==> src/rtl/vga_rect_master.sv <==
// Rectangle filler: accepts a corner-pair command, clips it to the screen and
// streams one Avalon-MM pixel write per point in row-major order.
module vga_rect_master #(
  parameter int unsigned WIDTH  = 160,
  parameter int unsigned HEIGHT = 120
) (
  input  logic        clk_i,
  input  logic        reset_i,
  input  logic        cmd_valid_i,
  output logic        cmd_ready_o,
  input  logic [7:0]  cmd_x0_i,
  input  logic [7:0]  cmd_x1_i,
  input  logic [6:0]  cmd_y0_i,
  input  logic [6:0]  cmd_y1_i,
  input  logic [2:0]  cmd_colour_i,
  output logic [3:0]  m_address_o,
  output logic        m_write_o,
  output logic [31:0] m_writedata_o,
  input  logic        m_waitrequest_i,
  output logic        busy_o,
  output logic        done_o,
  output logic [14:0] pix_count_o
);

  localparam logic [7:0] XMax = 8'(WIDTH - 1);
  localparam logic [6:0] YMax = 7'(HEIGHT - 1);

  typedef enum logic [1:0] {StIdle, StSetup, StWrite, StDone} state_e;

  state_e      state_q, state_d;
  logic [7:0]  x0_q, x0_d, x1_q, x1_d;
  logic [6:0]  y0_q, y0_d, y1_q, y1_d;
  logic [2:0]  colour_q, colour_d;
  logic [7:0]  xa_q, xa_d, xb_q, xb_d, x_q, x_d;
  logic [6:0]  yb_q, yb_d, y_q, y_d;
  logic [14:0] pix_q, pix_d;

  // Normalised corners, evaluated from the captured command during SETUP.
  logic [7:0] xa_s, xb_s;
  logic [6:0] ya_s, yb_s;

  always_comb begin
    xa_s = (x0_q < x1_q) ? x0_q : x1_q;
    xb_s = (x0_q < x1_q) ? x1_q : x0_q;
    ya_s = (y0_q < y1_q) ? y0_q : y1_q;
    yb_s = (y0_q < y1_q) ? y1_q : y0_q;
    if (xb_s > XMax) xb_s = XMax;
    if (yb_s > YMax) yb_s = YMax;
  end

  always_comb begin
    state_d  = state_q;
    x0_d     = x0_q;
    x1_d     = x1_q;
    y0_d     = y0_q;
    y1_d     = y1_q;
    colour_d = colour_q;
    xa_d     = xa_q;
    xb_d     = xb_q;
    yb_d     = yb_q;
    x_d      = x_q;
    y_d      = y_q;
    pix_d    = pix_q;
    unique case (state_q)
      StIdle: begin
        if (cmd_valid_i) begin
          x0_d     = cmd_x0_i;
          x1_d     = cmd_x1_i;
          y0_d     = cmd_y0_i;
          y1_d     = cmd_y1_i;
          colour_d = cmd_colour_i;
          pix_d    = '0;
          state_d  = StSetup;
        end
      end
      StSetup: begin
        if (xa_s > XMax || ya_s > YMax) begin
          state_d = StDone;
        end else begin
          xa_d    = xa_s;
          xb_d    = xb_s;
          yb_d    = yb_s;
          x_d     = xa_s;
          y_d     = ya_s;
          state_d = StWrite;
        end
      end
      StWrite: begin
        if (!m_waitrequest_i) begin
          pix_d = pix_q + 15'd1;
          if (x_q == xb_q) begin
            if (y_q == yb_q) begin
              state_d = StDone;
            end else begin
              x_d = xa_q;
              y_d = y_q + 7'd1;
            end
          end else begin
            x_d = x_q + 8'd1;
          end
        end
      end
      StDone:  state_d = StIdle;
      default: state_d = StIdle;
    endcase
  end

  always_ff @(posedge clk_i or posedge reset_i) begin
    if (reset_i) begin
      state_q  <= StIdle;
      x0_q     <= '0;
      x1_q     <= '0;
      y0_q     <= '0;
      y1_q     <= '0;
      colour_q <= '0;
      xa_q     <= '0;
      xb_q     <= '0;
      yb_q     <= '0;
      x_q      <= '0;
      y_q      <= '0;
      pix_q    <= '0;
    end else begin
      state_q  <= state_d;
      x0_q     <= x0_d;
      x1_q     <= x1_d;
      y0_q     <= y0_d;
      y1_q     <= y1_d;
      colour_q <= colour_d;
      xa_q     <= xa_d;
      xb_q     <= xb_d;
      yb_q     <= yb_d;
      x_q      <= x_d;
      y_q      <= y_d;
      pix_q    <= pix_d;
    end
  end

  // The pixel word is built from registers that only move on a completed
  // write, so it stays stable through waitrequest stalls.
  assign m_writedata_o = {13'b0, colour_q, x_q, 1'b0, y_q};
  assign m_address_o   = 4'b0000;
  assign m_write_o     = (state_q == StWrite);
  assign cmd_ready_o   = (state_q == StIdle);
  assign busy_o        = (state_q != StIdle);
  assign done_o        = (state_q == StDone);
  assign pix_count_o   = pix_q;

endmodule

==> config.mk <==
export PLATFORM = sky130hd
export DESIGN_NAME = vga_rect_master
export DESIGN_NICKNAME = d
export VERILOG_FILES = /design/src/rtl/vga_rect_master.sv
export SDC_FILE = /design/constraint.sdc
export NUM_CORES = 1
export LEC_CHECK = 0
export ABC_AREA = 0
export BUFFER_PORTS_ARGS = -buffer_cell sky130_fd_sc_hd__buf_2
export CORE_MARGIN = 2
export CORE_UTILIZATION = 61
export CTS_CLUSTER_SIZE = 20
export DETAILED_ROUTE_END_ITERATION = 10
export PLACE_DENSITY = 0.86
export REMOVE_ABC_BUFFERS = 1
export SYNTH_ARGS = -nofsm -noshare
export SYNTH_HDL_FRONTEND = slang
export SYNTH_SLANG_ARGS = --single-unit
export TNS_END_PERCENT = 10
==> constraint.sdc <==
create_clock -name clk_i -period 6 [get_ports clk_i]
set_input_delay 1.5 -clock clk_i [delete_from_list [all_inputs] [get_ports clk_i]]
set_output_delay 1.5 -clock clk_i [all_outputs]
set_load 0.005 [all_outputs]
# --- Word level (Yosys, flattened, before mapping) ---
# Cells that the tools add are included.
word_totals:
  in_bits: 37
  register_bits: 88
  word_cells: 70
  out_inout_bits: 55
classes:
  n_addsub: 3
  reduce_logical: 11
  mux: 25
  magnitude_cmp: 6
  eq_ne: 12
  n_bitwise: 1
ops:
  columns: ["operator", "count"]
  rows:
  - ["two-way mux 8 bit", 7]
  - ["two-way mux 7 bit", 7]
  - ["two-way mux 15 bit", 2]
  - ["one-hot mux 15 bit (2 select lines)", 1]
  - ["> comparator 8 bit (second input constant)", 2]
  - ["one-hot mux 8 bit (2 select lines)", 1]
  - ["adder 15 x 1 -> 15 bit (second input constant)", 1]
  - ["> comparator 7 bit (second input constant)", 2]
  - ["one-hot mux 7 bit (2 select lines)", 1]
  - ["adder 8 x 1 -> 8 bit (second input constant)", 1]
  - ["== test 8 bit", 1]
  - ["less-than comparator 8 bit", 1]
  - ["two-way mux 2 bit", 4]
  - ["!= test 2 bit (second input constant)", 4]
  - ["one-hot mux 2 bit (4 select lines)", 1]
  - ["AND reduction 4 bit", 2]
  - ["adder 7 x 1 -> 7 bit (second input constant)", 1]
  - ["== test 7 bit", 1]
  - ["less-than comparator 7 bit", 1]
  - ["nonzero test 2 bit", 3]
  - ["AND reduction 5 bit", 1]
  - ["== test 2 bit (second input constant)", 2]
  - ["!= test 2 x 1 -> 1 bit (second input constant)", 2]
  - ["AND reduction 2 bit", 2]
  - ["7 further kinds", 7]

# --- Depth between registers and ports, before layout ---
logic_depth:
  word_depth: 6
  depth_mapped: 12
  ltp_nobuf: 9

# --- Worst setup path after synthesis ---
# Ideal clock, no wire load.
synth_timing:
  kind: "input to register"
  from: "input cmd_valid_i"
  to: "register pix_q[13], in the netlist pix_count_o[13]"
  path_stages: 6
  path_buffers: 0
  setup_ns: 0.078
  arrival_ns: 2.842
  setup_slack_ns: 3.080
  t_required_ns: 5.922
  cell_sequence: "mux2i_1 a211oi_1 nand4_1 or2_2 or3_1 a21oi_1"
synth_between:
  elab_chain_cells: 2
synth_rtl:
  columns: ["element", "line", "text"]
  rows:
  - ["start: declaration", "9", "input logic cmd_valid_i,"]
  - ["!= test 2 bit (no line)", null, null]
  - ["AND reduction 3 bit (no line)", null, null]
  - ["end signal: assignment", "134", "pix_q <= pix_d;"]
  - ["end: declaration", "36", "logic [14:0] pix_q, pix_d;"]
# Every way passes these cells.
# A chain may end at the register's enable or synchronous reset.

# --- Worst setup path in the final report ---
layout_timing:
  from: "register y0_q[5]"
  to: "register xb_q[4]"
layout_between:
  elab_chain_cells: 6
layout_rtl:
  columns: ["element", "line", "text"]
  rows:
  - ["start: declaration", "32", "logic [6:0] y0_q, y0_d, y1_q, y1_d;"]
  - ["start signal: assignment", "126", "y0_q <= y0_d;"]
  - ["less-than comparator 7 bit", "45", "ya_s = (y0_q < y1_q) ? y0_q : y1_q;"]
  - ["two-way mux 7 bit (*)", "45", null]
  - ["> comparator 7 bit (*)", "77", "if (xa_s > XMax || ya_s > YMax) begin"]
  - ["logical OR 1 bit (*)", "77", null]
  - ["NOT 1 bit (no line) (*)", null, null]
  - ["AND reduction 2 bit (no line) (*)", null, null]
  - ["end signal: assignment", "117", "xb_q <= '0;"]
  - ["end signal: assignment", "130", "xb_q <= xb_d;"]
  - ["end: declaration", "34", "logic [7:0] xa_q, xa_d, xb_q, xb_d, x_q, x_d;"]
# Every way passes the cells marked *; elsewhere a longest branch is shown, timed or not.

==> reports/metrics.cfg <==
[grt]
grt_pass1_vias=3879
grt_usage=0.2501
grt_overflow=0
grt_max_degree=49
use_met2=0.3939
gr-usage-met3=0.03915
grt.busiest_layer=met2
grt_pass1_wl_um=18070
antenna_found_initial=0
use_met1=0.3508

[synthesis]
ys.warnings.count=0
ys_seq_area_frac=0.4271
avgSynthCellArea_um2=9.954
postSynthCellCount=518
synth_edf_count=0
ys_seq_elements=88
syn_area_mm2=0.005156
synth_cell_types=58
synthFlopType=dfrtp_1
synth_area_leader_cell=dfrtp_1
synthTopCellsByArea=dfrtp_1 43%, mux2_2 12%, ha_1 4.9%
async_reset_ff_frac=1.000
yosysTopAreaCellShare=0.4271

[critical_path]
cp-start-kind=flop
slowest_delay_ns=0.92
crit_path_max_fanout=25
slowest_stage=nor4b_4
cp_cell_sequence=ha_1 -> nand3_1 -> a21boi_0 -> a311o_1 -> mux2i_4 -> nor4b_4 -> buf_4 -> nor3b_2 -> a21oi_1
critical_path_class=flop to flop
worstPathArrival_ns=4.33
cp-end-kind=flop
required_ns=6.24

[drt]
via_per_inst=5.871
drc=0
final_antenna_net_count=0
dr.pass1.iters=5
num_vias=4086
drtIter0Drc=265
wire_per_inst_um=15.68
wl_um=10910

[placement]
hpwl_um=7765
portBuffers=73
place_area_mm2=0.005532
gp_congestion=0.8610

[layout]
nets=643
diodes=0
fin_util=0.6951
area_growth_pct=10.77
fin_area_mm2=0.005712
drive_gt1_frac=0.2724

[pwr]
power.total_w=0.003427
p_per_area_mw_per_mm2=600.0
ir_drop_uv=375.2
leakage_nw=2.640

[status]
status=completed

[floorplanning]
io_pins=92
die-area_mm2=0.009204
core_mm2=0.008217
start_util=0.6275
fp.dieH_um=95.94
die_w_um=95.94
rows=33

[clock_tree]
cts_max_level=3
hold_buffers=0
cts_tree=done
cts_sinks=88
cts_setup_buffers=0
insertion_delay_ns=0.36
cts_buffers=9
cts_root_buffer=clkbuf_8
post_cts_resized=0
path_clk_slew_ns=0.09
clk_path_buf_depth=2

[sta]
hold_slack_ns=0.5086
period_needed_ns=4.092
tightestPinTransition_ns=1.018
final.setup.tns_ns=0
slew_headroom=0.3215
rsz0062_at_grt=false
fin_skew_ns=0.01180
setup_viol=0
final_max_slew_viol_count=0
hold_viol_final=0
max_clock_freq_ghz=0.2444
min_period_over_period=0.6820

[hold_path]
hold_class=flop to flop

[run]
cap_viol_max_count=0

[report_power, final]
group | leakage [nW] | internal (W) | total (W) | switching, W
Sequential | 1.06 | 0.000862 | 0.00114 | 0.000277
Clock | 0.0891 | 0.000163 | 0.000384 | 0.000221
Combinational | 1.49 | 0.000863 | 0.00190 | 0.00104
[cells in the mapped netlist, drive strengths merged (3+ instances only)]
library cell   n
mux2i         10
a31oi          5
nor3           5
xnor2          7
o211ai         5
nand4         10
o21ai         28
nand2b         4
o31ai          3
nor2b          3
dfrtp         88
nor4           8
clkbuf        11
inv           26
nand2         26
a211oi         5
buf           27
nor2          46
a21oi         46
ha            20
mux2          53
and3           8
xor2          24
nand3         21
[cells in the final DEF, fill, tap and decap left out, types with 21 or more instances in the layout]
cell type / n
mux2_2: 53
nand2_1: 26
inv_1: 25
dfrtp_1: 88
buf_2: 73
a21oi_1: 45
nand3_1: 21
o21ai_0: 26
nor2_1: 46
xor2_1: 24
[flip-flops by register name, indices dropped and copies added, names as in the netlist, 8 cells and up]
name,count
pix_count_o,15
x0_q,8
x1_q,8
x_q,8
xa_q,8
xb_q,8
[kinds of logic (layout without fill, tap and decap cells)]
group                      count (synthesis)  after routing  synth area share
and+or+nand+nor                          144            144            0.1429
AOI/OAI and AO/OA                        106            106            0.1257
DFF                                       88             88            0.4271
buffers and inverters                     65            121           0.06479
muxes                                     63             63            0.1376
xor gates and xnor gates                  31             31           0.05266
adders and majority gates                 20             20           0.04853
other                                      1             18         0.0007273
[worst max-delay path: cells and delay by family, from the launching register on]
kind	cells	cell delay [ns]
adder cells (fa/ha/maj)	1	0.33
flip-flops	1	0.43
AO/OA/AOI/OAI	3	1.23
AND/OR/NAND/NOR	3	1.38
buffers and inverters	1	0.42
multiplexers	1	0.17
[path summary, 6_finish.rpt]
path	from	to	slack [ns]	depth (start not counted)
worst max-delay path	y0_q[5]	xb_q[4]	1.91	9
min in group asynchronous	reset_i	x_q[2]	1.22	2
worst max register to register	y0_q[5]	xb_q[4]	1.91	9
worst min register to register	colour_q[0]	colour_q[0]	0.51	1
worst min-delay path	colour_q[0]	colour_q[0]	0.51	1
max in group asynchronous	reset_i	y0_q[3]	3.71	3
[area by class of cell]
class / instances / area, um2
clock buffers: 10 / 137.6
clock inverters: 6 / 42.54
fillers: 593 / 2505
inverters: 27 / 102.6
multi-input cells: 382 / 2693
flip-flops and latches: 88 / 2202
well taps: 105 / 131.4
repair buffers: 78 / 402.9
[through the flow]
stage               instances  setup slack (ns)
finish                    696             1.908
global route              696             1.603
CTS                       696             1.959
detailed placement        680             2.097
global placement          680             2.275
floorplan                 497             1.327
[metal layers]
layer  vias to the layer above  part of all wire  wire length [um]
li1                       1942                 -                 -
met1                      1960              0.46              4971
met2                       161              0.47              5112
met3                        23             0.057               617
met4                         0             0.019               208
met5                         -                 0                 0
No activity file was read; power rests on OpenSTA's default activity.
